==> src/rtl/uart_pkg.sv <==
// Shared definitions for the parameterised UART transmitter.
//   uart_state_e : transmitter FSM states
//   PAR_*        : values of the PARITY parameter
package uart_pkg;

  typedef enum logic [2:0] {
    IDLE,
    START,
    DATA,
    PAR,
    STOP
  } uart_state_e;

  localparam int PAR_NONE = 0;
  localparam int PAR_EVEN = 1;
  localparam int PAR_ODD  = 2;

endpackage

==> src/rtl/uart_baud_cnt.sv <==
// Bit-period counter: counts CLKS_PER_BIT cycles per bit while enabled.
//   clk_sis : system clock
//   rst     : synchronous active-high reset
//   clear   : force the count back to the start of a period
//   enable  : count this cycle
//   tick    : high in the last cycle of each period
module uart_baud_cnt #(
  parameter int CLKS_PER_BIT = 4
) (
  input  logic clk_sis,
  input  logic rst,
  input  logic clear,
  input  logic enable,
  output logic tick
);

  localparam int            CW   = $clog2(CLKS_PER_BIT);
  localparam logic [CW-1:0] LAST = CW'(CLKS_PER_BIT - 1);

  logic [CW-1:0] cnt_q, cnt_d;

  // Wrapping to zero on the last cycle is the reload for the next bit/state.
  always_comb begin
    cnt_d = cnt_q;
    if (clear)       cnt_d = '0;
    else if (enable) cnt_d = (cnt_q == LAST) ? '0 : cnt_q + CW'(1);
  end

  always_ff @(posedge clk_sis) begin
    if (rst) cnt_q <= '0;
    else     cnt_q <= cnt_d;
  end

  assign tick = enable && !clear && (cnt_q == LAST);

endmodule

==> src/rtl/uart_tx_param.sv <==
// Parameterised UART transmitter: start bit, DATA_W data bits LSB first,
// optional even/odd parity, STOP_BITS stop bits.
//   clk_sis    : system clock
//   rst        : synchronous active-high reset
//   tx_data    : word to send, captured at the valid/ready handshake
//   tx_valid   : tx_data is valid
//   tx_ready   : block can accept a word (IDLE only)
//   tx_line    : registered serial output, idle high
//   busy       : frame in progress
//   frame_done : pulse in the last cycle of the final stop bit
module uart_tx_param
  import uart_pkg::*;
#(
  parameter int DATA_W       = 8,
  parameter int CLKS_PER_BIT = 4,
  parameter int PARITY       = 0,
  parameter int STOP_BITS    = 1
) (
  input  logic              clk_sis,
  input  logic              rst,
  input  logic [DATA_W-1:0] tx_data,
  input  logic              tx_valid,
  output logic              tx_ready,
  output logic              tx_line,
  output logic              busy,
  output logic              frame_done
);

  localparam int            BW        = $clog2(DATA_W);
  localparam logic [BW-1:0] LAST_BIT  = BW'(DATA_W - 1);
  localparam logic          LAST_STOP = 1'(STOP_BITS - 1);
  localparam logic          PAR_INV   = (PARITY == PAR_ODD);

  uart_state_e       state_q, state_d;
  logic [BW-1:0]     bit_q, bit_d;
  logic              stop_q, stop_d;
  logic [DATA_W-1:0] shreg_q, shreg_d;
  logic              par_q, par_d;
  logic              line_q, line_d;
  logic              ready_q, ready_d;
  logic              tick;

  uart_baud_cnt #(
    .CLKS_PER_BIT(CLKS_PER_BIT)
  ) u_baud (
    .clk_sis(clk_sis),
    .rst    (rst),
    .clear  (state_q == IDLE),
    .enable (state_q != IDLE),
    .tick   (tick)
  );

  // The line register is loaded with the value of the state being entered,
  // so it changes exactly on bit boundaries.
  always_comb begin
    state_d = state_q;
    bit_d   = bit_q;
    stop_d  = stop_q;
    shreg_d = shreg_q;
    par_d   = par_q;
    line_d  = line_q;
    ready_d = 1'b0;
    unique case (state_q)
      IDLE: begin
        line_d = 1'b1;
        if (tx_valid && ready_q) begin
          state_d = START;
          shreg_d = tx_data;
          // Parity is fixed at capture; the shifter destroys the word later.
          par_d   = (^tx_data) ^ PAR_INV;
          bit_d   = '0;
          stop_d  = 1'b0;
          line_d  = 1'b0;
        end else begin
          ready_d = 1'b1;
        end
      end
      START: begin
        if (tick) begin
          state_d = DATA;
          line_d  = shreg_q[0];
        end
      end
      DATA: begin
        if (tick) begin
          if (bit_q == LAST_BIT) begin
            if (PARITY != PAR_NONE) begin
              state_d = PAR;
              line_d  = par_q;
            end else begin
              state_d = STOP;
              line_d  = 1'b1;
            end
          end else begin
            bit_d   = bit_q + BW'(1);
            shreg_d = shreg_q >> 1;
            line_d  = shreg_q[1];
          end
        end
      end
      PAR: begin
        if (tick) begin
          state_d = STOP;
          line_d  = 1'b1;
        end
      end
      STOP: begin
        line_d = 1'b1;
        if (tick) begin
          if (stop_q == LAST_STOP) begin
            state_d = IDLE;
            ready_d = 1'b1;
            bit_d   = '0;
            stop_d  = 1'b0;
          end else begin
            stop_d = 1'b1;
          end
        end
      end
      default: begin
        state_d = IDLE;
        line_d  = 1'b1;
      end
    endcase
  end

  always_ff @(posedge clk_sis) begin
    if (rst) begin
      state_q <= IDLE;
      bit_q   <= '0;
      stop_q  <= 1'b0;
      shreg_q <= '0;
      par_q   <= 1'b0;
      line_q  <= 1'b1;
      ready_q <= 1'b0;
    end else begin
      state_q <= state_d;
      bit_q   <= bit_d;
      stop_q  <= stop_d;
      shreg_q <= shreg_d;
      par_q   <= par_d;
      line_q  <= line_d;
      ready_q <= ready_d;
    end
  end

  assign tx_ready   = ready_q;
  assign tx_line    = line_q;
  assign busy       = (state_q != IDLE);
  // Gated by rst so an abort landing on the last stop cycle never pulses.
  assign frame_done = (state_q == STOP) && tick && (stop_q == LAST_STOP) && !rst;

endmodule

==> config.mk <==
export PLATFORM = sky130hd
export DESIGN_NAME = uart_tx_param
export DESIGN_NICKNAME = d
export VERILOG_FILES = /design/src/rtl/uart_pkg.sv /design/src/rtl/uart_baud_cnt.sv /design/src/rtl/uart_tx_param.sv
export SDC_FILE = /design/constraint.sdc
export NUM_CORES = 1
export LEC_CHECK = 0
export CORE_MARGIN = 5
export CORE_UTILIZATION = 30
export DETAILED_ROUTE_END_ITERATION = 8
export GPL_TIMING_DRIVEN = 0
export HOLD_SLACK_MARGIN = 0.15
export PLACE_DENSITY = 0.46
export SYNTH_ARGS = -nofsm -noshare
export SYNTH_HDL_FRONTEND = slang
export SYNTH_HIERARCHICAL = 1
export SYNTH_SLANG_ARGS = --single-unit
==> constraint.sdc <==
create_clock -name clk_sis -period 4.8 [get_ports clk_sis]
set_input_delay 1.44 -clock clk_sis [delete_from_list [all_inputs] [get_ports clk_sis]]
set_output_delay 1.44 -clock clk_sis [all_outputs]
set_load 0.02 [all_outputs]
### Yosys cells after proc, flatten, opt, wreduce, memory -nomap -nowiden

Cells that the tools add are included.

| cells by class | value |
|---|---|
| shifts and indexed selects | 0 |
| div/mod/pow operators | 0 |
| bitwise logic cells | 1 |
| eq/ne operators | 14 |
| $lt $le $gt $ge | 0 |
| add/subtract/negate cells | 2 |
| $mul | 0 |
| muxes and demuxes | 30 |
| reduce and logical (&&, ||, !) cells | 19 |

Operators by type and width:

| operator | count |
|---|---|
| two-way mux 3 bit | 10 |
| two-way mux 8 bit | 3 |
| inequality test 2 bit, second input constant | 8 |
| case mux 8 bit (2 select lines) | 1 |
| case mux 3 bit (5 select lines) | 1 |
| two-way mux 1 bit | 10 |
| case mux 3 bit (3 select lines) | 1 |
| AND reduction 7 bit | 1 |
| equality test 3 x 2 -> 1 bit, second input constant | 2 |
| equality test 3 bit, second input constant | 2 |
| logical AND 1 bit | 6 |
| AND reduction 3 bit | 2 |
| AND reduction 6 bit | 1 |
| nonzero test 3 bit | 2 |
| case mux 1 bit (2 select lines) | 2 |
| case mux 1 bit (4 select lines) | 1 |
| AND reduction 4 bit | 1 |
| nonzero test 2 bit | 2 |
| adder 3 x 1 -> 3 bit, second input constant | 1 |
| equality test 3 x 1 -> 1 bit, second input constant | 1 |
| zero test 3 bit | 1 |
| adder 2 x 1 -> 2 bit, second input constant | 1 |
| equality test 2 bit, second input constant | 1 |
| zero test 1 bit | 2 |
| other kinds (3) | 3 |

| storage, ports and cells | value |
|---|---|
| latch bits | 0 |
| memories kept | 0 |
| memory bits (writable) | 0 |
| output and inout port bits | 4 |
| word-level logic and storage cells | 73 |
| memory bits (read-only) | 0 |
| bits in registers | 19 |

### Longest topological paths before layout

Gate-level depths: netlist (run 1).

| logic depth | value |
|---|---|
| depth in word-level cells | 7 |
| depth in mapped cells | 10 |
| gate-level depth less buffers | 6 |

### Cells and area by module

The synthesis (run 1) kept the hierarchy.

Modules (own cells, without submodules):

| module | cells each | seq. area each (µm²) | times used | area an instance (µm²) |
|---|---|---|---|---|
| uart_tx_param | 105 | 320.3 | 1 | 978.4 |
| uart_baud_cnt | 9 | 40.0 | 1 | 103.8 |

### Worst setup path before layout (run 1)

No wires, ideal clock.

| timing | value |
|---|---|
| path kind | input-to-output |
| from | in rst |
| to | out frame_done |
| required time | 3.360 ns |
| stages | 2 |
| setup slack | 1.082 ns |
| arrival time | 2.278 ns |
| path through | buf_2 nor4_1 |

| on the way | value |
|---|---|
| longest elaborated chain between the ends | 2 |

Ends and longest elaborated chain:

| what | line | RTL |
|---|---|---|
| from (decl) | uart_tx_param.sv:20 | `input logic rst,` |
| zero test 1 bit | uart_tx_param.sv:151 | `assign frame_done = (state_q == STOP) && tick && (stop_q == LAST_STOP) && !rst;` |
| logical AND 1 bit | uart_tx_param.sv:151 |  |
| to (decl) | uart_tx_param.sv:26 | `output logic frame_done` |

No other way between the ends.

### Worst setup path in the final report (run 1)

Same ends and word-level chain as after synthesis.

==> results.yml, run 1 <==
routing:
  drt_iter0_drc: 32
  wl_per_cell_um: 14.4
  drcViolationCount: 0
  ant_nets: 0
  drt-pass1-iter-count: 4
  wl_um: 2550
  vias_per_cell: 5.18
  vias: 916
sta:
  worstMarginPinSlew_ns: 0.552
  fmax_mhz: 225
  finalCritPeriodShare_pct: 92.5
  setup_violations: 0
  fin_skew_ns: 0.00165
  max-slew-margin-rel_pct: 63.1
  finalMaxSlewViolations: 0
  rsz0062_at_grt: "false"
  final_hold_viol_count: 0
  layout_min_cycle_time_ns: 4.44
  setup_tns_ns: 0
global_route:
  grt_overflow: 0
  grt_max_degree: 11
  antenna_found_initial: 0
  grtUsageTotal_pct: 10.9
  grt_pass1_wl_um: 4350
  grt_pass1_vias: 942
worst_setup_path:
  worst-path-max-fanout: 10
  crit-reg2reg-launch: "state_q[1]"
  slowest_delay_ns: 0.65
  regToRegSetupSlack_ns: 2.38
  worst_ep_required_time_ns: 3.36
  cp_slowest_cell: "clkdlybuf4s50_1"
  worstReg2RegEnd: "shreg_q[6]"
  end_kind: "output pin"
  cp_cell_sequence: "clkdlybuf4s50_1, buf_2, nor4_1, clkdlybuf4s50_1"
  cp_common_cell: "clkdlybuf4s50_1"
  critPathKind: "input pin to output pin"
  startpoint_type: "input pin"
  worstPathArrival_ns: 3.00
  reg2regPathDepth: 10
synthesis:
  syn-num-nets: 128
  ys.flop_type: "dfxtp_1"
  synth.area.top_cells: "dfxtp_1 33%, mux2i_1 9.2%, o221ai_1 5.7%, a21o_1 4.9%, a21oi_1 3.7%"
  syn_inst: 114
  synth_edf_count: 0
  synth_top_area_share_pct: 33.3
  async_flop_share_pct: 0
  synth_warnings: 6
  netlist_area_um2: 1080
  ys_types: 37
  ys_ff_latch: 18
  synth_area_per_cell_um2: 9.49
  yosysSeqAreaShare_pct: 33.3
  yosysTopAreaCell: "dfxtp_1"
place:
  hpwl_um: 1880
  gp_congestion: 0.770
  dpl-instance-area_um2: 1280
  portBuffers: 14
  dp_cells: 174
die:
  core_um2: 3420
  die_height_um: 70.1
  die_w_um: 70.1
  num_io_pins: 15
  row_count: 21
  initial_core_util_pct: 31.7
  dieArea_um2: 4910
outcome:
  status: "completed"
min_path:
  worstHoldEndpoint: "bit_q[2]"
  min_path_type: "flop to flop"
  min-delay-start: "bit_q[2]"
  worstHoldPathCells: 2
power:
  cell_internal_pwr_uw: 214
  ir_drop_uv: 86.6
  pwr-share-clk_pct: 26.1
  p_leak_uw: 0.000527
  combPwrFrac_pct: 18.7
  pwr_density_cell_nw_per_um2: 226
  power.switching_uw: 80.6
  swShare_pct: 27.3
  p_seq_share_pct: 55.3
cts:
  clk_latency_ns: 0.29
  path_clk_slew_ns: 0.10
  cts_tree: "yes"
  clockBufferDepth: 2
  cts.sinks: 18
  hold_buffers: 0
  cts_resized: 0
  htreeDepth: 1
  cts_root_buffer: "clkbuf_4"
  numCtsBuffers: 3
  post_cts_buffers: 0
layout:
  multi_input_area_um2: 638
  drive_above_1_share_pct: 13.7
  fin_area_um2: 1300
  regArea_um2: 360
  syn_to_final_growth_pct: 20.3
  antenna_cells: 0
  n_fill_cell: 363
  nNetsFinal: 147
  final_cell_mix: "18 x dfxtp_1, 14 x clkdlybuf4s50_1, 10 x mux2i_1"
  fin_cells: 177
  final_common_cell: "dfxtp_1"
flow_run:
  maxCapViolations: 0
routing by layer:
| layer | routed length [um] | up-vias | GRT usage (%) |
|---|---|---|---|
| met2 | 1180 | 12 | 17.6 |
| met1 | 1300 | 436 | 14.3 |
| met3 | 63 | 2 | 1.72 |
| li1 | - | 466 | - |
| met5 | 0 | - | 0 |
| met4 | 9 | 0 | 4.47 |
area by class of cell:
type	count	area share (%)
multi-input cells	81	49.0
flip-flops and latches	18	27.7
repair buffers	14	10.8
plain buffers	10	5.00
well taps	46	4.42
clock buffers	3	1.73
inverters	5	1.44
worst max-delay path: cells and delay by family:
family / cells / cell delay (ns)
AND/OR/NAND/NOR: 1 / 0.26
buffers and inverters: 3 / 1.29
sequential cells by signal (all words and copies together) (netlist names):
name          flops
shreg_q           8
bit_q             3
tx_ready          1
u_baud/cnt_q      2
tx_line           1
state_q           3
synth_stat cells (2+ instances only):
cell type / instances
nand4_1: 2
nand2_1: 4
o21ai_0: 4
nand2b_1: 4
nor3b_1: 2
clkbuf_1: 2
o221ai_1: 7
nor2_1: 3
nand3b_1: 2
mux2i_1: 10
nor3_1: 4
dfxtp_1: 18
a21oi_1: 8
a211oi_1: 2
ha_1: 3
and3b_1: 2
a21o_1: 7
inv_1: 5
buf_6: 2
buf_4: 2
buf_2: 3
nand3_1: 3
per-stage QoR:
stage / hold slack [ns] / util (%) / power (uW) / setup slack (ns)
floorplan: 0.438 / - / 200 / 1.08
global placement: 0.449 / 37.5 / 221 / 0.361
detailed placement: 0.463 / 37.5 / 222 / 0.342
CTS: 0.480 / 38.1 / 300 / 0.341
global route: 0.519 / 38.1 / 313 / 0.239
finish: 0.472 / 38.1 / 295 / 0.359
cell families (layout without fill, tap and decap cells):
group	after synthesis	count (layout)	share of synthesized area, %
adder cells (fa/ha/maj)	3	3	3.47
AO/OA/AOI/OAI	36	36	26.6
flip-flops	18	18	33.3
buffers and inverters	15	32	7.74
multiplexers	11	11	10.3
AND/OR/NAND/NOR	31	31	18.6
worst max path at each step:
stage	slack, ns	to	startpoint
2_1_floorplan	1.08	frame_done	rst
3_3_place_gp	0.36	frame_done	rst
3_5_place_dp	0.34	frame_done	rst
4_1_cts	0.34	frame_done	rst
5_1_grt	0.24	frame_done	rst
6_report	0.36	frame_done	rst
power groups by stage:
stage / Clock, uW / Combinational [uW] / Sequential [uW]
global placement: 0 / 55.2 / 166
floorplan: 0 / 33.2 / 167
global route: 87.3 / 61.3 / 164
finish: 76.9 / 55.0 / 163
CTS: 81.0 / 55.8 / 163
detailed placement: 0 / 55.7 / 166
(Power assumes the default switching activity.)
==> run 2, diff against run 1 <==
Settings changed: SLEW_MARGIN set to 20.
==> results of run 2 <==
Final layout, timing and power as in run 1 (identical DEF).
